**config.mk**
```make
export PLATFORM = sky130hd
export DESIGN_NAME = unidade_busca
export DESIGN_NICKNAME = d
export VERILOG_FILES = /design/src/rtl/unidade_busca_pkg.sv /design/src/rtl/unidade_busca_registrador.sv /design/src/rtl/unidade_busca.sv
export SDC_FILE = /design/constraint.sdc
export NUM_CORES = 1
export LEC_CHECK = 0
export BUFFER_PORTS_ARGS = -buffer_cell sky130_fd_sc_hd__clkbuf_2
export CORE_MARGIN = 2
export CORE_UTILIZATION = 35
export DETAILED_ROUTE_END_ITERATION = 7
export PLACE_DENSITY = 0.66
export SLEW_MARGIN = 40
export SYNTH_ARGS = -nofsm -noshare
export SYNTH_HDL_FRONTEND = slang
export SYNTH_SLANG_ARGS = --single-unit
```
**constraint.sdc**
```tcl
create_clock -name clock -period 4.6 [get_ports clock]
set_clock_uncertainty 0.2 [all_clocks]
set_input_delay 0.69 -clock clock [delete_from_list [all_inputs] [get_ports clock]]
set_output_delay 0.69 -clock clock [all_outputs]
set_load 0.02 [all_outputs]
```
**src/rtl/unidade_busca_pkg.sv**
```systemverilog
// Shared processor definitions for the instruction fetch unit: FSM states,
// opcode field position and the default address/halt parameters.
package unidade_busca_pkg;

    typedef enum logic {
        BUSCANDO = 1'b0,
        PARADO   = 1'b1
    } estado_t;

    localparam int OPCODE_MSB = 31;
    localparam int OPCODE_LSB = 26;

    localparam logic [5:0]  OPCODE_HALT_PADRAO     = 6'b111111;
    localparam int unsigned ULTIMO_ENDERECO_PADRAO = 1024;

endpackage

```
**src/rtl/unidade_busca_registrador.sv**
```systemverilog
// Fetch output register: holds one instruction and its address with a
// valid/ready handshake towards the decode stage.
module registrador_busca (
    input  logic        clock,
    input  logic        reset,
    input  logic        flush,
    input  logic        carregar,
    input  logic        consumidor_pronto,
    input  logic [31:0] dado_instrucao,
    input  logic [31:0] dado_pc,
    output logic [31:0] instrucao_saida,
    output logic [31:0] pc_saida,
    output logic        valida
);

    logic [31:0] instrucao_d, instrucao_q;
    logic [31:0] pc_d, pc_q;
    logic        valida_d, valida_q;

    always_comb begin
        // NOTE: every output gets its hold value first so no path leaves it unassigned (no latch).
        instrucao_d = instrucao_q;
        pc_d        = pc_q;
        valida_d    = valida_q;
        if (flush) begin
            valida_d = 1'b0;
        end else if (carregar) begin
            instrucao_d = dado_instrucao;
            pc_d        = dado_pc;
            valida_d    = 1'b1;
        end else if (valida_q && consumidor_pronto) begin
            valida_d = 1'b0;
        end
    end

    // NOTE: state registers use non-blocking assignments so all flops update from pre-edge values.
    always_ff @(posedge clock) begin
        if (reset) begin
            instrucao_q <= '0;
            pc_q        <= '0;
            valida_q    <= 1'b0;
        end else begin
            instrucao_q <= instrucao_d;
            pc_q        <= pc_d;
            valida_q    <= valida_d;
        end
    end

    assign instrucao_saida = instrucao_q;
    assign pc_saida        = pc_q;
    assign valida          = valida_q;

endmodule

```
**src/rtl/unidade_busca.sv**
```systemverilog
// Instruction fetch unit: PC register, fetch/halt FSM, branch redirect with
// out-of-range detection, and a count of instructions handed to decode.
module unidade_busca
    import unidade_busca_pkg::*;
#(
    parameter int unsigned ULTIMO_ENDERECO = ULTIMO_ENDERECO_PADRAO,
    parameter logic [5:0]  OPCODE_HALT     = OPCODE_HALT_PADRAO
) (
    input  logic        clock,
    input  logic        reset,
    output logic [31:0] endereco,
    input  logic [31:0] instrucao,
    input  logic        desvio,
    input  logic [31:0] alvo_desvio,
    input  logic        consumidor_pronto,
    output logic [31:0] instrucao_saida,
    output logic [31:0] pc_saida,
    output logic        valida,
    output logic        erro_endereco,
    output logic [31:0] contador_instrucoes
);

    localparam logic [31:0] ULTIMO = 32'(ULTIMO_ENDERECO);

    estado_t     estado_d, estado_q;
    logic [31:0] pc_d, pc_q;
    logic [31:0] contador_d, contador_q;
    logic        erro_d, erro_q;

    logic        carregar;
    logic        handshake;
    logic        eh_halt;
    logic        alvo_invalido;
    logic [31:0] pc_seguinte;

    always_comb begin
        pc_seguinte   = (pc_q == ULTIMO) ? '0 : pc_q + 32'd1;
        alvo_invalido = (alvo_desvio > ULTIMO);
        eh_halt       = (instrucao[OPCODE_MSB:OPCODE_LSB] == OPCODE_HALT);
        handshake     = valida && consumidor_pronto;
        // A taken branch suppresses the load: the slot is flushed instead.
        carregar      = !desvio && (estado_q == BUSCANDO) && (!valida || consumidor_pronto);

        estado_d   = estado_q;
        pc_d       = pc_q;
        erro_d     = erro_q;
        contador_d = contador_q;

        if (desvio) begin
            estado_d = BUSCANDO;
            pc_d     = alvo_invalido ? '0 : alvo_desvio;
            if (alvo_invalido) begin
                erro_d = 1'b1;
            end
        end else if (carregar) begin
            // The halt word is presented but the PC stays on it.
            if (eh_halt) begin
                estado_d = PARADO;
            end else begin
                pc_d = pc_seguinte;
            end
        end

        if (handshake) begin
            contador_d = contador_q + 32'd1;
        end
    end

    always_ff @(posedge clock) begin
        if (reset) begin
            estado_q   <= BUSCANDO;
            pc_q       <= '0;
            erro_q     <= 1'b0;
            contador_q <= '0;
        end else begin
            estado_q   <= estado_d;
            pc_q       <= pc_d;
            erro_q     <= erro_d;
            contador_q <= contador_d;
        end
    end

    registrador_busca u_registrador (
        .clock             (clock),
        .reset             (reset),
        .flush             (desvio),
        .carregar          (carregar),
        .consumidor_pronto (consumidor_pronto),
        .dado_instrucao    (instrucao),
        .dado_pc           (pc_q),
        .instrucao_saida   (instrucao_saida),
        .pc_saida          (pc_saida),
        .valida            (valida)
    );

    assign endereco            = pc_q;
    assign erro_endereco       = erro_q;
    assign contador_instrucoes = contador_q;

endmodule

```
==> flow_metrics.env <==
export IMPL_fin_ws_ps=1936
export IMPL_grt_pass1_wl_um=27660
export IMPL_design_die_area_um2=17360
export IMPL_cp_data_arrival_time_ps=2810
export IMPL_core_um2=15940
export IMPL_tightest_slew_ps=745.9
export IMPL_slew_limit_headroom_pct=50.28
export IMPL_met1_usage_pct=27.06
export IMPL_synth_seq_area_share_pct=45.91
export IMPL_place_hpwl_um=11760
export IMPL_p_per_area_nw_per_um2=366.5
export IMPL_grt_max_degree=66
export IMPL_die_w_um=131.7
export IMPL_cp_required_ps=4750
export IMPL_netlist_instances=703
export IMPL_place_ws_ps=1642
export IMPL_cts_root_buf="clkbuf_16"
export IMPL_clockBufferDepth=2
export IMPL_drc=0
export IMPL_setup_violations=0
export IMPL_startpoint_type="flip-flop"
export IMPL_fmax_mhz=375.4
export IMPL_place_congestion=0.8491
export IMPL_synth_xor_area_share_pct=6.440
export IMPL_cellLeakagePower_nw=3.004
export IMPL_antenna_found_initial=0
export IMPL_post_drt_via_cell_ratio=5.177
export IMPL_fin_crit_ps=2664
export IMPL_timing_final_crit_share_pct=57.91
export IMPL_first_iter_violations=395
export IMPL_vias=5752
export IMPL_cts_tree="built"
export IMPL_critPathKind="reg -> reg"
export IMPL_die_h_um=131.7
export IMPL_cts_htree_levels=4
export IMPL_wl_um=17110
export IMPL_n_antenna_cell=0
export IMPL_irDropWorstVdd_mv=0.2641
export IMPL_postCtsResizedCells=0
export IMPL_ys_types=50
export IMPL_busiest_layer="met2"
export IMPL_grt_overflow=0
export IMPL_worstSetupEndpointType="flip-flop"
export IMPL_synth_edf_count=0
export IMPL_status="complete, no violations"
export IMPL_num_io_pins=198
export IMPL_syn_cell_area_um2=5712
export IMPL_hold_ws_ps=252.4
export IMPL_cp_max_fo=10
export IMPL_placement_io_buffers=197
export IMPL_drv_slew=0
export IMPL_synth_compound_area_share_pct=14.22
export IMPL_initial_core_util_pct=35.83
export IMPL_syn_nets=774
export IMPL_synth_ff_type="dfxtp_1"
export IMPL_multi_input_area_um2=2898
export IMPL_clock_latency_ps=420
export IMPL_num_rows=46
export IMPL_ant_nets=0
export IMPL_synth_top_family_by_area="simple AND/OR/NAND/NOR gates"
export IMPL_grt_pass1_vias=5191
export IMPL_synth_seq_cells=131
export IMPL_postCtsSetupBuffers=0
export IMPL_area_sequential_um2=2623
export IMPL_hold_viol_final=0
export IMPL_clk_pin_slew_ps=60
export IMPL_finalSetupTns_ps=0
export IMPL_cap_viol_max_count=0
export IMPL_drt_wirelength_per_cell_um=15.40
export IMPL_numCtsBuffers=17
export IMPL_synth_adder_area_share_pct=0.6572
export IMPL_drive_above_1_share_pct=27.71
export IMPL_hold_buffers=0
export IMPL_syn_to_final_growth_pct=30.67
export IMPL_nFillCells=1623
export IMPL_grt_usage_pct=19.61
export IMPL_synth_avg_cell_area_um2=8.125
export IMPL_yosys_warnings=0
export IMPL_grt_met2_usage_pct=29.90
export IMPL_hp_class="reg -> reg"
export IMPL_final_nets=953
export IMPL_use_met3_pct=4.960
export IMPL_yosys_area_share_simple_pct=29.09
export IMPL_async_reset_ff_share_pct=0
export IMPL_muxShareOfSynthArea_pct=0
export IMPL_first_pass_iters=5
export IMPL_rsz0062_at_grt="false"
export IMPL_clock_sinks=131
[metal layers]
layer	vias up	wire length [um]
li1	2842	-
met1	2704	7854
met2	185	7894
met3	21	1059
met4	0	296
met5	-	0
[power by group]
part / switching, mW / internal [mW] / total (mW) / leakage (nW)
registers: 0.0151 / 1.16 / 1.17 / 1.06
logic: 0.126 / 0.0597 / 0.186 / 1.67
clock network: 0.518 / 0.861 / 1.38 / 0.276
total: 0.659 / 2.08 / 2.73 / 3.00
[state kept, by name, summed over array words and instances, names as in the netlist]
signal / count
u_registrador.pc_saida: 32
erro_endereco: 1
u_registrador.instrucao_saida: 32
estado_q: 1
contador_instrucoes: 32
endereco: 32
u_registrador.valida: 1
[cells in the final DEF (no fill, tap or decap), types with 5 or more instances in the layout]
cell type / netlist / layout
clkbuf_2: 0 / 196
nand2_1: 160 / 160
dfxtp_1: 131 / 131
a21oi_1: 75 / 74
nor2_1: 50 / 50
xor2_1: 29 / 29
nand4_1: 25 / 25
nand3_1: 25 / 24
nor3_1: 18 / 18
nor4_1: 17 / 17
clkbuf_16: 0 / 17
xnor2_1: 13 / 13
inv_1: 10 / 10
a31oi_1: 10 / 10
and4_1: 9 / 9
and3_1: 8 / 7
clkinvlp_4: 0 / 7
buf_4: 0 / 7
o21ai_0: 6 / 6
and2_1: 6 / 6
or4_1: 5 / 5
a211oi_1: 5 / 5
o2111ai_1: 5 / 5
a221oi_1: 5 / 5
[metrics by stage]
| stage | std cells | total power [mW] | util, % | area, um2 |
|---|---|---|---|---|
| after CTS | 1111 | 2.762 | 46.74 | 7451 |
| final | 1111 | 2.735 | 46.81 | 7463 |
| after detailed placement | 1079 | 1.382 | 42.96 | 6849 |
| after global placement | 1079 | 1.380 | 42.96 | 6849 |
| after floorplan | 703 | 1.301 | - | 5712 |
| after global routing | 1111 | 2.830 | 46.81 | 7463 |
[cell type report]
class                      instances  area share [%]
tap                              216           3.621
clock inverter                    14           2.179
clock buffer                      18           5.884
multi-input combinational        519           38.83
inverter                          10          0.5029
timing repair buffer             203           13.85
sequential                       131           35.14
[worst max-delay path, cell delays in order (launching register included)]
cell and delay [ps]:
dfxtp_1 470, ha_1 350, nand4_4 160, nor4_4 640
nand3_2 190, or4_1 430, a21boi_1 150
[cells in the mapped netlist, types with 5 or more instances]
cell / instances / share of area (%)
dfxtp_1: 131 / 46
and3_1: 8 / 0.88
buf_2: 9 / 0.79
xor2_1: 29 / 4.4
or4_1: 5 / 0.66
nor2_1: 50 / 3.3
o2111ai_1: 5 / 0.77
nor3_1: 18 / 1.6
nor4_1: 17 / 1.9
nand2_1: 160 / 11
o21ai_0: 6 / 0.53
inv_1: 10 / 0.66
nand3_1: 25 / 2.2
a31oi_1: 10 / 1.1
xnor2_1: 13 / 2.0
a21oi_1: 75 / 6.6
nand4_1: 25 / 2.7
clkbuf_1: 31 / 2.0
a211oi_1: 5 / 0.66
and4_1: 9 / 1.4
and2_1: 6 / 0.66
a221oi_1: 5 / 0.77
[worst paths after layout]
| path | startpoint | endpoint | slack [ps] | cells past startpoint |
|---|---|---|---|---|
| worst min register to register | u_registrador.instrucao_saida[19] | u_registrador.instrucao_saida[19] | 250 | 2 |
| worst min-delay path | u_registrador.instrucao_saida[19] | u_registrador.instrucao_saida[19] | 250 | 2 |
| worst max-delay path | endereco[1] | endereco[26] | 1940 | 6 |
| worst max register to register | endereco[1] | endereco[26] | 1940 | 6 |
[logic make-up (layout without fill, tap and decap cells)]
| group | count (synthesis) | in the layout |
|---|---|---|
| buf+inv | 53 | 245 |
| compound gates | 131 | 131 |
| flops | 131 | 131 |
| fa+ha+maj | 3 | 3 |
| simple gates | 343 | 343 |
| xor+xnor | 42 | 42 |
No activity file was read; power rests on OpenSTA's default activity.
